## config.mk

```make
export PLATFORM = sky130hd
export DESIGN_NAME = lsu_ctrl
export DESIGN_NICKNAME = d
export VERILOG_FILES = /design/src/rtl/lsu_ctrl.sv
export SDC_FILE = /design/constraint.sdc
export NUM_CORES = 1
export LEC_CHECK = 0
export BUFFER_PORTS_ARGS = -buffer_cell sky130_fd_sc_hd__buf_2
export CAP_MARGIN = 20
export CORE_MARGIN = 2
export CORE_UTILIZATION = 50
export DETAILED_ROUTE_END_ITERATION = 12
export GPL_TIMING_DRIVEN = 1
export PLACE_DENSITY = 0.82
export SYNTH_ARGS = -nofsm -noshare
export SYNTH_HDL_FRONTEND = slang
export SYNTH_SLANG_ARGS = --single-unit
```

## constraint.sdc

```tcl
create_clock -name clk -period 3.3 [get_ports clk]
set_clock_uncertainty 0.1 [all_clocks]
set_input_delay 0.165 -clock clk [delete_from_list [all_inputs] [get_ports clk]]
set_output_delay 0.165 -clock clk [all_outputs]
set_load 0.02 [all_outputs]
```

## src/rtl/lsu_ctrl.sv

```systemverilog
// Load/store unit: turns core memory requests into a valid/ready bus access,
// stalls the core until completion and formats load data for write-back.
module lsu_ctrl #(
    parameter int unsigned TIMEOUT = 255
) (
    input  logic        clk,
    input  logic        reset,
    input  logic        MemRead,
    input  logic        MemWrite,
    input  logic [2:0]  funct3,
    input  logic [31:0] addr,
    input  logic [31:0] WriteData,
    output logic [31:0] ReadData,
    output logic        Stall,
    output logic        fault,
    output logic        bus_err,
    output logic        bus_valid,
    output logic        bus_we,
    output logic [31:0] bus_addr,
    output logic [3:0]  bus_wstrb,
    output logic [31:0] bus_wdata,
    input  logic        bus_ready,
    input  logic        bus_rvalid,
    input  logic [31:0] bus_rdata
);
    typedef enum logic [1:0] {IDLE, REQ, WAIT, DONE} state_e;

    // Abort fires in the cycle the count of busy cycles reaches TIMEOUT.
    localparam logic [7:0] CNT_LAST = 8'(TIMEOUT - 1);

    state_e      state_q, state_d;
    logic [31:0] addr_q, addr_d;
    logic [31:0] wdata_q, wdata_d;
    logic [31:0] cap_q, cap_d;
    logic [3:0]  wstrb_q, wstrb_d;
    logic        we_q, we_d;
    logic [2:0]  f3_q, f3_d;
    logic [1:0]  off_q, off_d;
    logic [7:0]  cnt_q, cnt_d;

    logic req, f3_ok, misalign, legal, xfer_done, abort;

    function automatic logic [31:0] fmt_load(input logic [2:0] f3, input logic [1:0] off,
                                             input logic [31:0] w);
        logic [7:0]  b;
        logic [15:0] h;
        logic [31:0] r;
        b = w[{off, 3'b000} +: 8];
        h = off[1] ? w[31:16] : w[15:0];
        case (f3)
            3'b000:  r = {{24{b[7]}}, b};
            3'b100:  r = {24'd0, b};
            3'b001:  r = {{16{h[15]}}, h};
            3'b101:  r = {16'd0, h};
            default: r = w;
        endcase
        return r;
    endfunction

    always_comb begin : decode
        req = MemRead | MemWrite;
        case (funct3)
            3'b000, 3'b001, 3'b010: f3_ok = 1'b1;
            3'b100, 3'b101:         f3_ok = ~MemWrite;
            default:                f3_ok = 1'b0;
        endcase
        misalign = ((funct3[1:0] == 2'b01) && addr[0]) ||
                   ((funct3[1:0] == 2'b10) && (addr[1:0] != 2'b00));
        legal = f3_ok & ~misalign;
    end

    // A completing handshake wins over a timeout landing in the same cycle.
    always_comb begin : handshake
        unique case (state_q)
            REQ:     xfer_done = bus_ready & (we_q | bus_rvalid);
            WAIT:    xfer_done = bus_rvalid;
            default: xfer_done = 1'b0;
        endcase
        abort = ((state_q == REQ) || (state_q == WAIT)) && (cnt_q == CNT_LAST) && !xfer_done;
    end

    always_ff @(posedge clk or negedge reset) begin : state_reg
        if (!reset) state_q <= IDLE;
        else        state_q <= state_d;
    end

    always_comb begin : next_state
        state_d = state_q;
        addr_d  = addr_q;
        wdata_d = wdata_q;
        wstrb_d = wstrb_q;
        we_d    = we_q;
        f3_d    = f3_q;
        off_d   = off_q;
        cnt_d   = cnt_q;
        cap_d   = cap_q;
        unique case (state_q)
            IDLE: begin
                if (req && legal) begin
                    state_d = REQ;
                    addr_d  = {addr[31:2], 2'b00};
                    we_d    = MemWrite;
                    f3_d    = funct3;
                    off_d   = addr[1:0];
                    cnt_d   = 8'd0;
                    cap_d   = 32'd0;
                    wstrb_d = 4'b0000;
                    wdata_d = 32'd0;
                    if (MemWrite) begin
                        case (funct3[1:0])
                            2'b00: begin
                                wstrb_d = 4'b0001 << addr[1:0];
                                wdata_d = {4{WriteData[7:0]}};
                            end
                            2'b01: begin
                                wstrb_d = 4'b0011 << {addr[1], 1'b0};
                                wdata_d = {2{WriteData[15:0]}};
                            end
                            default: begin
                                wstrb_d = 4'b1111;
                                wdata_d = WriteData;
                            end
                        endcase
                    end
                end
            end
            REQ, WAIT: begin
                cnt_d = cnt_q + 8'd1;
                if (xfer_done) begin
                    state_d = DONE;
                    if (!we_q) cap_d = fmt_load(f3_q, off_q, bus_rdata);
                end else if (abort) begin
                    state_d = DONE;
                    cap_d   = 32'd0;
                end else if (state_q == REQ && bus_ready) begin
                    state_d = WAIT;
                end
            end
            DONE: state_d = IDLE;
        endcase
    end

    always_ff @(posedge clk or negedge reset) begin : data_reg
        if (!reset) begin
            addr_q  <= 32'd0;
            wdata_q <= 32'd0;
            wstrb_q <= 4'd0;
            we_q    <= 1'b0;
            f3_q    <= 3'd0;
            off_q   <= 2'd0;
            cnt_q   <= 8'd0;
            cap_q   <= 32'd0;
        end else begin
            addr_q  <= addr_d;
            wdata_q <= wdata_d;
            wstrb_q <= wstrb_d;
            we_q    <= we_d;
            f3_q    <= f3_d;
            off_q   <= off_d;
            cnt_q   <= cnt_d;
            cap_q   <= cap_d;
        end
    end

    // Outputs are forced low while reset is held, independent of core inputs.
    always_comb begin : outputs
        Stall     = 1'b0;
        fault     = 1'b0;
        bus_err   = abort;
        bus_valid = 1'b0;
        ReadData  = 32'd0;
        unique case (state_q)
            IDLE: begin
                Stall = req & legal;
                fault = req & ~legal;
            end
            REQ: begin
                Stall     = 1'b1;
                bus_valid = 1'b1;
            end
            WAIT: Stall = 1'b1;
            DONE: ReadData = cap_q;
        endcase
        if (!reset) begin
            Stall   = 1'b0;
            fault   = 1'b0;
            bus_err = 1'b0;
        end
    end

    assign bus_addr  = addr_q;
    assign bus_we    = we_q;
    assign bus_wstrb = wstrb_q;
    assign bus_wdata = wdata_q;

endmodule

```

==> results of run 1 <==
## path summary, 6_finish.rpt
kind | cells after the start | end | slack (ps) | start
max in group asynchronous | 3 | f3_q[1] | 1740 | reset
setup / recovery | 7 | bus_err | 610 | state_q[1]
setup reg to reg | 6 | cap_q[0] | 730 | state_q[0]
hold reg to reg | 2 | bus_wdata[11] | 360 | bus_wdata[11]
min in group asynchronous | 2 | state_q[0] | 230 | reset
hold / removal | 4 | bus_wdata[21] | 10 | WriteData[21]
## stage by stage
| stage | instance area (um2) | total power, W | worst slack, ps | utilization, % |
|---|---|---|---|---|
| after floorplan | 5970 | 0.00466 | 1160 | - |
| after global placement | 7050 | 0.00556 | 867 | 61.2 |
| after detailed placement | 7050 | 0.00565 | 767 | 61.2 |
| after CTS | 8270 | 0.00765 | 630 | 71.8 |
| after global routing | 8270 | 0.00818 | 425 | 71.8 |
| final | 8270 | 0.00767 | 607 | 71.8 |
## area by class of cell
class	count	area [um2]
inverters	14	52.6
well taps	143	179
clock inverters	12	184
multi-input cells	518	2850
fillers	848	3250
clock buffers	19	433
repair buffers	275	1710
flip-flops and latches	114	2850
## flip-flops by register name (all words and copies together), names as in the netlist
signal / count
bus_wdata: 32
cap_q: 32
bus_addr: 30
cnt_q: 8
bus_wstrb: 4
f3_q: 3
off_q: 2
state_q: 2
bus_we: 1
## repair_timing
item	CTS	global route
hold endpoints to repair	103	0
hold buffers	60	0
resized for setup	0	0
## power by group
| group | internal (W) | switching [W] | total, W |
|---|---|---|---|
| logic | 0.00110 | 0.00211 | 0.00321 |
| registers | 0.00204 | 0.000496 | 0.00254 |
| clock network | 0.00126 | 0.000661 | 0.00192 |
## layout by cell type, fill, tap and decap left out, drive strengths merged, types with 2 or more instances in the layout
master and instances:
and3 2, buf 215, o31ai 17, nand2b 3, xor2 4, conb 2
o2111ai 3, and2 35, dlygate4sd3 60, o41ai 6, nor2b 3, o21ai 55
or3 3, inv 15, a21oi 8, nor2 43, o21a 2, nand2 229
clkinvlp 5, clkbuf 19, nand3 27, clkinv 2, a221o 9, mux2 18
o22ai 14, dfrtp 114, mux2i 13, ha 7, a32oi 2, bufinv 4
## layer usage
layer / GRT usage [%] / vias up
met5: 0 / -
met4: 10.6 / 0
met3: 7.50 / 37
met2: 48.2 / 321
met1: 35.7 / 2778
li1: - / 2812
## tightest hold or removal path, stage by stage
cell	delay, ps
buf_2	70
mux2_2	130
nand3_1	70
nand2_1	60
## cell families (layout without fill, tap and decap cells)
| logic type | after synthesis | count (layout) |
|---|---|---|
| DFF | 114 | 114 |
| adders and majority gates | 7 | 7 |
| and+or+nand+nor | 351 | 351 |
| AOI/OAI and AO/OA | 123 | 123 |
| xor gates and xnor gates | 4 | 4 |
| other | 1 | 2 |
| muxes | 31 | 31 |
| buffers and inverters | 62 | 320 |
==> reports/metrics.cfg, run 1 <==
[clock_tree]
clk_pin_slew_ps = 60
root_buffer = clkbuf_16
clock-sinks = 114
cts_tree = built
ctsLongestPathBuffers = 2
post_cts_buffers = 0
cts.htree.levels = 4
clock_latency_ps = 410
numCtsBuffers = 17

[place]
io_buffers = 207
place_congestion = 0.912
dp.cells = 1004
dpl.hpwl_um = 11500

[setup_path]
cp_max_fo = 11
worstPathArrival_ps = 2430
end_kind = primary output
critPathKind = flip-flop to primary output
path_buf_inv = 2
required_ps = 3030
cpMaxStageDelayCell = dfrtp_1
path_cells = inv_1, ha_1, a21oi_1, nor2_2, nand2_1, and4_1, buf_2
cp-start-kind = flip-flop
path_delay_family = simple AND/OR/NAND/NOR gates
cp_slowest_stage_delay_ps = 410

[yosys]
synth_xor_xnor_area_share_pct = 0.587
yosys.area_share.simple_pct = 25.0
synthAdderAreaFrac_pct = 1.47
synth_ff_type = dfrtp_1
postSynth.asyncResetShare_pct = 100
seq_area_frac_synth_pct = 47.8
synth-compound-area-share_pct = 14.7
yosys_register_bits = 114
netlist.top_cell.by_area = dfrtp_1
synthCells = 693
ys_types = 48
synth_edf_count = 0
synth_top_area_share_pct = 47.8
synth_area_leaders = dfrtp_1 (48%), nand2_1 (14%), o21ai_0 (4.3%)
synth_mux_area_share_pct = 5.57
netlist_area_um2 = 5970
ys_warn_count = 0
synth_common_cells = nand2_1 (229), dfrtp_1 (114), o21ai_0 (51), nor2_1 (42), and2_1 (35)
yosysMostFrequentCell = nand2_1
avgSynthCellArea_um2 = 8.62
synth_top_family_by_area = simple AND/OR/NAND/NOR gates

[job]
max_cap_violations = 0

[detailed_routing]
drc = 0
wl_met2_um = 8780
vias = 5948
wire_per_inst_um = 16.2
ant_nets = 0
top_layer = met4
drtPass1Iterations = 5
vias_per_cell = 5.43
finalWirelength_um = 17800
drt_first_iter_violations = 508
drt-met1-wl_um = 7210
wl_met3_um = 1410

[timing]
fin_crit_ps = 2690
finalSetupViolations = 0
fmax_mhz = 371
whs_ps = 13.1
drv_slew = 0
worst_slew_pin_slew_ps = 851
hold_violations = 0
grt_setup_unrepaired = no
tns_ps = 0
period_share_pct = 81.6
slew_headroom_pct = 43.3

[hold_path]
hp-class = input port to flip-flop

[floorplan]
io_pins = 210
die_x_um = 113
dieArea_um2 = 12800
start_util_pct = 51.8
rows = 39
core_area_um2 = 11500
die_y_um = 113

[outcome]
status = finished, final reports clean

[power]
p_leak_nw = 4.34
vdd_ir_drop_max_v = 0.000545
power_density_nw_per_um2 = 928

[global_routing]
first_global_vias = 6035
antenna_found_initial = 0
grt_max_degree = 64
track_usage_pct = 28.6
grt_pass1_wl_um = 29300
gr-total-overflow = 0

[layout]
diodes = 0
drive_gt1_share_pct = 29.6
layout.cells.non_filler = 1095
area_growth_pct = 38.4
final_nets = 1052

Power figures use the tool's default switching activity.
==> run 2: changes to the inputs <==
--- a/config.mk
+++ b/config.mk
@@ -8,10 +8,10 @@
 export BUFFER_PORTS_ARGS = -buffer_cell sky130_fd_sc_hd__buf_2
 export CAP_MARGIN = 20
 export CORE_MARGIN = 2
-export CORE_UTILIZATION = 50
+export CORE_UTILIZATION = 46
 export DETAILED_ROUTE_END_ITERATION = 12
 export GPL_TIMING_DRIVEN = 1
-export PLACE_DENSITY = 0.82
+export PLACE_DENSITY = 0.8
 export SYNTH_ARGS = -nofsm -noshare
 export SYNTH_HDL_FRONTEND = slang
 export SYNTH_SLANG_ARGS = --single-unit
==> constraint.sdc (replaced) <==
create_clock -name clk -period 2.4 [get_ports clk]
set_clock_uncertainty 0.1 [all_clocks]
set_input_delay 0.12 -clock clk [delete_from_list [all_inputs] [get_ports clk]]
set_output_delay 0.12 -clock clk [all_outputs]
set_load 0.02 [all_outputs]
==> run 2 against run 1 <==
Net effect: combinational power grew 50%; flip-flop and latch count is the same; largest cell class is now multi-input combinational cells; sequential share of layout area shrank 1.7 points; largest power group unchanged.
==> reports/metrics.cfg, run 2 (synthesis gave the netlist of run 1 again) <==
[layout]
final_cell_mix = nand2_1 (229), buf_2 (206), dfrtp_1 (114), dlygate4sd3_1 (87), o21ai_0 (51)
drive_gt1_share_pct = 30.8
final_area_um2 = 8690
n_fill_cell = 951
area_growth_pct = 45.6
final_nets = 1097
diodes = 0
final_common_cell = nand2_1

[timing]
fmax_mhz = 437
grt_setup_unrepaired = no
period_share_pct = 95.3
fin_crit_ps = 2290
worst_slew_pin_slew_ps = 822
slew_headroom_pct = 44.3
drv_slew = 0
setup_ws_ps = 113
hold_violations = 0
tns_ps = 0
finalSetupViolations = 0

[detailed_routing]
wire_per_inst_um = 16.7
vias_per_cell = 5.32
drtPass1Iterations = 5
vias = 6220
drt_first_iter_violations = 575
ant_nets = 0
drc = 0
finalWirelength_um = 19600

[place]
post_dp_cell_area_um2 = 7190
post-place-ws_ps = 197
place_congestion = 0.891
dpl.hpwl_um = 11900
io_buffers = 207

[setup_path]
end_kind = primary output
cp_slowest_stage_delay_ps = 420
required_ps = 2180
cp-start-kind = flip-flop
worstPathArrival_ps = 2070
critPathKind = flip-flop to primary output
ff2ff_path_depth = 8
path_cells = inv_1, ha_1, a21oi_2, nor2_2, nand2_1, buf_6, and4_1, buf_2
cp_max_fo = 10
cpMaxStageDelayCell = dfrtp_1

[power]
clock_power_share_pct = 22.3
p_leak_nw = 4.54
vdd_ir_drop_max_v = 0.000732
seqPwrFrac_pct = 32.4
switching_share_pct = 44.3
p_int_w = 0.00592
comb_power_share_pct = 45.3
power_density_nw_per_um2 = 1220
p_sw_w = 0.00471

[clock_tree]
clk_pin_slew_ps = 60
cts.htree.levels = 4
clock_latency_ps = 410
numCtsBuffers = 17
ctsLongestPathBuffers = 2
root_buffer = clkbuf_16
clock-sinks = 114
cts_tree = built

[job]
max_cap_violations = 0

[floorplan]
core_area_um2 = 12700
rows = 41
io_pins = 210
start_util_pct = 47.1
dieArea_um2 = 13900
die_y_um = 118
die_x_um = 118

[hold_path]
min_path_cells = 3
hp-class = input port to flip-flop

[global_routing]
antenna_found_initial = 0
gr-total-overflow = 0
grt_pass1_wl_um = 31900
track_usage_pct = 28.5
first_global_vias = 6288
grt_max_degree = 78

[outcome]
status = finished, final reports clean

[run 2: cell count changes in the layout (fill, tap and decap cells not counted), sizes merged]
cell / delta
buf: +18
bufinv: -4
clkbuf: -1
clkinv: +3
clkinvlp: -3
dlygate4sd3: +27
inv: +6
[run 2: metrics by stage]
step | power [W] | instances | hold WS [ps] | util, %
3_3_place_gp | 0.00781 | 1045 | 41.0 | 56.7
5_1_grt | 0.0113 | 1170 | 24.8 | 68.6
4_1_cts | 0.0105 | 1165 | 0.238 | 68.3
6_report | 0.0106 | 1170 | 8.01 | 68.6
2_1_floorplan | 0.00641 | 694 | -276 | -
3_5_place_dp | 0.00793 | 1045 | 40.1 | 56.7
[run 2: power groups by stage]
stage               registers [W]  clock network (W)  logic (W)
finish                    0.00344            0.00237    0.00482
global placement          0.00339                  0    0.00442
global route              0.00355            0.00250    0.00526
floorplan                 0.00392                  0    0.00249
detailed placement        0.00340                  0    0.00453
CTS                       0.00341            0.00240    0.00467
[run 2: final timing paths]
path                               startpoint      endpoint  slack, ps
worst max-delay path               state_q[0]       bus_err        110
max in group asynchronous               reset      cap_q[7]       1230
worst min register to register   bus_addr[12]  bus_addr[12]        370
worst min-delay path            bus_rdata[23]     cap_q[23]          8
worst max register to register     state_q[0]      cap_q[3]        200
min in group asynchronous               reset      cnt_q[7]        170
[run 2: worst max-delay path: cells and delay by family (launching register included)]
| kind | cells | cell delay (ps) |
|---|---|---|
| AO/OA/AOI/OAI | 1 | 170 |
| adder cells (fa/ha/maj) | 1 | 220 |
| buffers and inverters | 3 | 440 |
| flip-flops | 1 | 420 |
| AND/OR/NAND/NOR | 3 | 410 |
[run 2: area by class of cell]
cell class	count	area (um2)	area share, %
clock buffer	18	439	5.05
clock inverter	14	120	1.38
inverter	14	52.6	0.604
multi-input combinational	518	2880	33.1
sequential	114	2850	32.8
tap	172	215	2.48
timing repair buffer	320	2130	24.5
[run 2: what timing repair did]
action	CTS	global route
buffers inserted	1	5
endpoints found under the setup margin	2	8
hold buffers	87	0
gates resized for setup	5	2
endpoints found under the hold margin	123	0
pin swaps	1	0
[run 2: per-layer routing]
| layer | part of all wire, % | GRT usage [%] |
|---|---|---|
| met4 | 2.1 | 10.9 |
| met3 | 8.6 | 7.99 |
| met1 | 40 | 34.7 |
| met5 | 0 | 0 |
| met2 | 49 | 48.1 |
==> run 3: changes to the inputs <==
--- a/config.mk
+++ b/config.mk
@@ -7,11 +7,14 @@
 export LEC_CHECK = 0
 export BUFFER_PORTS_ARGS = -buffer_cell sky130_fd_sc_hd__buf_2
 export CAP_MARGIN = 20
+export CELL_PAD_IN_SITES_DETAIL_PLACEMENT = 1
+export CELL_PAD_IN_SITES_GLOBAL_PLACEMENT = 2
 export CORE_MARGIN = 2
-export CORE_UTILIZATION = 46
+export CORE_UTILIZATION = 26
+export CTS_CLUSTER_SIZE = 16
 export DETAILED_ROUTE_END_ITERATION = 12
 export GPL_TIMING_DRIVEN = 1
-export PLACE_DENSITY = 0.8
+export PLACE_DENSITY = 0.79
 export SYNTH_ARGS = -nofsm -noshare
 export SYNTH_HDL_FRONTEND = slang
 export SYNTH_SLANG_ARGS = --single-unit
==> run 3 against run 2 <==
Net effect: critical path type unchanged; global-route usage fell by 11 points; worst setup slack improved by 53 ps; core utilization decreased by 29 points; combinational power hardly changed.
==> reports/metrics.cfg, run 3 (synthesis gave the netlist of run 1 again) <==
[clock_tree]
clk_pin_slew_ps = 60
cts.htree.levels = 4
clock_latency_ps = 410
numCtsBuffers = 17
cts_tree = built
clock-sinks = 114
root_buffer = clkbuf_16
ctsLongestPathBuffers = 2

[setup_path]
cp-start-kind = flip-flop
critPathKind = flip-flop to primary output
rrSetupSlack_ps = 220
ff2ff_path_depth = 8
path_delay_family = compound AO/OA/AOI/OAI gates
path_cells = inv_1, ha_2, o21a_2, o21a_4, nor2_1, nor3b_1, buf_2
cpMaxStageDelayCell = dfrtp_1
r2r-start = state_q[1]
path_buf_inv = 2
cp_slowest_stage_delay_ps = 420
r2r-end = cap_q[21]
end_kind = primary output
cp_max_fo = 10
worstPathArrival_ps = 2010
required_ps = 2180

[detailed_routing]
drtPass1Iterations = 4
ant_nets = 0
wire_per_inst_um = 16.6
drc = 0
vias = 6007
vias_per_cell = 4.68
drt_first_iter_violations = 223
finalWirelength_um = 21300

[layout]
final_common_cell = nand2_1
final_nets = 1097
drive_gt1_share_pct = 30.8
diodes = 0
final_area_um2 = 8880
post-route-util_pct = 39.4
final_cell_mix = nand2_1 (229), buf_2 (206), dfrtp_1 (113), dlygate4sd3_1 (89), o21ai_0 (51)
area_growth_pct = 48.8
n_fill_cell = 2682

[floorplan]
start_util_pct = 26.5
io_pins = 210
dieArea_um2 = 24200
die_y_um = 156
die_x_um = 156
core_area_um2 = 22600
rows = 55

[job]
max_cap_violations = 0

[global_routing]
grt_max_degree = 84
gr-total-overflow = 0
first_global_vias = 6234
track_usage_pct = 17.7
grt_pass1_wl_um = 33700
antenna_found_initial = 0

[timing]
period_share_pct = 93.1
worst_slew_pin_slew_ps = 672
tns_ps = 0
whs_ps = 29.5
fmax_mhz = 448
hold_violations = 0
finalSetupViolations = 0
fin_crit_ps = 2230
drv_slew = 0
slew_headroom_pct = 55.2

[place]
io_buffers = 207
place_congestion = 0.784
dpl.hpwl_um = 14700
post_dp_cell_area_um2 = 7380

[power]
p_int_w = 0.00600
seqPwrFrac_pct = 31.8
p_leak_nw = 4.55
p_total_w = 0.0107
p_sw_w = 0.00474
comb_power_share_pct = 44.6
clock_power_share_pct = 23.6
switching_share_pct = 44.2
power_density_nw_per_um2 = 1210
vdd_ir_drop_max_v = 0.000705

[hold_path]
hp-class = input port to asynchronous set/reset pin

[outcome]
status = finished, final reports clean

run 3: cell types whose count changed in the layout (fill, tap and decap cells not counted), sizes merged:
cell / change
buf: -2
clkinv: -2
bufinv: +1
dlygate4sd3: +2
clkinvlp: +1
run 3: layout make-up:
class                   instances  area (um2)  area share [%]
clock buffers                  18         439            4.94
clock inverters                14         145            1.63
inverters                      14        52.6           0.592
multi-input cells             518        2880            32.4
flip-flops and latches        114        2850            32.1
well taps                     285         357            4.01
repair buffers                320        2160            24.3
run 3: timing repair:
item	4_1_cts	5_1_grt
gates resized for setup	1	6
buffers inserted	0	1
hold endpoints to repair	156	0
hold buffers	89	0
setup endpoints to repair	1	3
pin swaps	0	1
run 3: power groups by stage:
stage          Sequential [W]  Combinational (W)  Clock [W]
3_3_place_gp          0.00341            0.00460          0
2_1_floorplan         0.00392            0.00249          0
4_1_cts               0.00343            0.00482    0.00261
5_1_grt               0.00357            0.00530    0.00271
3_5_place_dp          0.00344            0.00469          0
6_report              0.00342            0.00479    0.00253
run 3: worst max-delay path by stage:
stage                to  cells past startpoint        from  slack [ps]
2_1_floorplan  cap_q[7]                      8  state_q[1]         260
3_3_place_gp   cap_q[3]                      7  state_q[0]         270
3_5_place_dp   cap_q[3]                      7  state_q[1]         120
4_1_cts           Stall                      7  state_q[1]          30
5_1_grt           Stall                      7  state_q[0]         -10
6_report          Stall                      7  state_q[0]         170
run 3: metrics by stage:
stage / worst slack [ps] / std cells
floorplan: 263 / 694
global placement: 270 / 1161
detailed placement: 125 / 1161
CTS: 31.6 / 1282
global route: -10.9 / 1283
finish: 166 / 1283
run 3: routing by layer:
layer | GRT usage, % | part of all wire (%) | vias to the layer above
met5 | 0 | 0 | -
met4 | 4.37 | 1.2 | 0
met3 | 5.83 | 7.1 | 17
met2 | 29.1 | 47 | 184
met1 | 22.5 | 44 | 2901
li1 | - | - | 2905
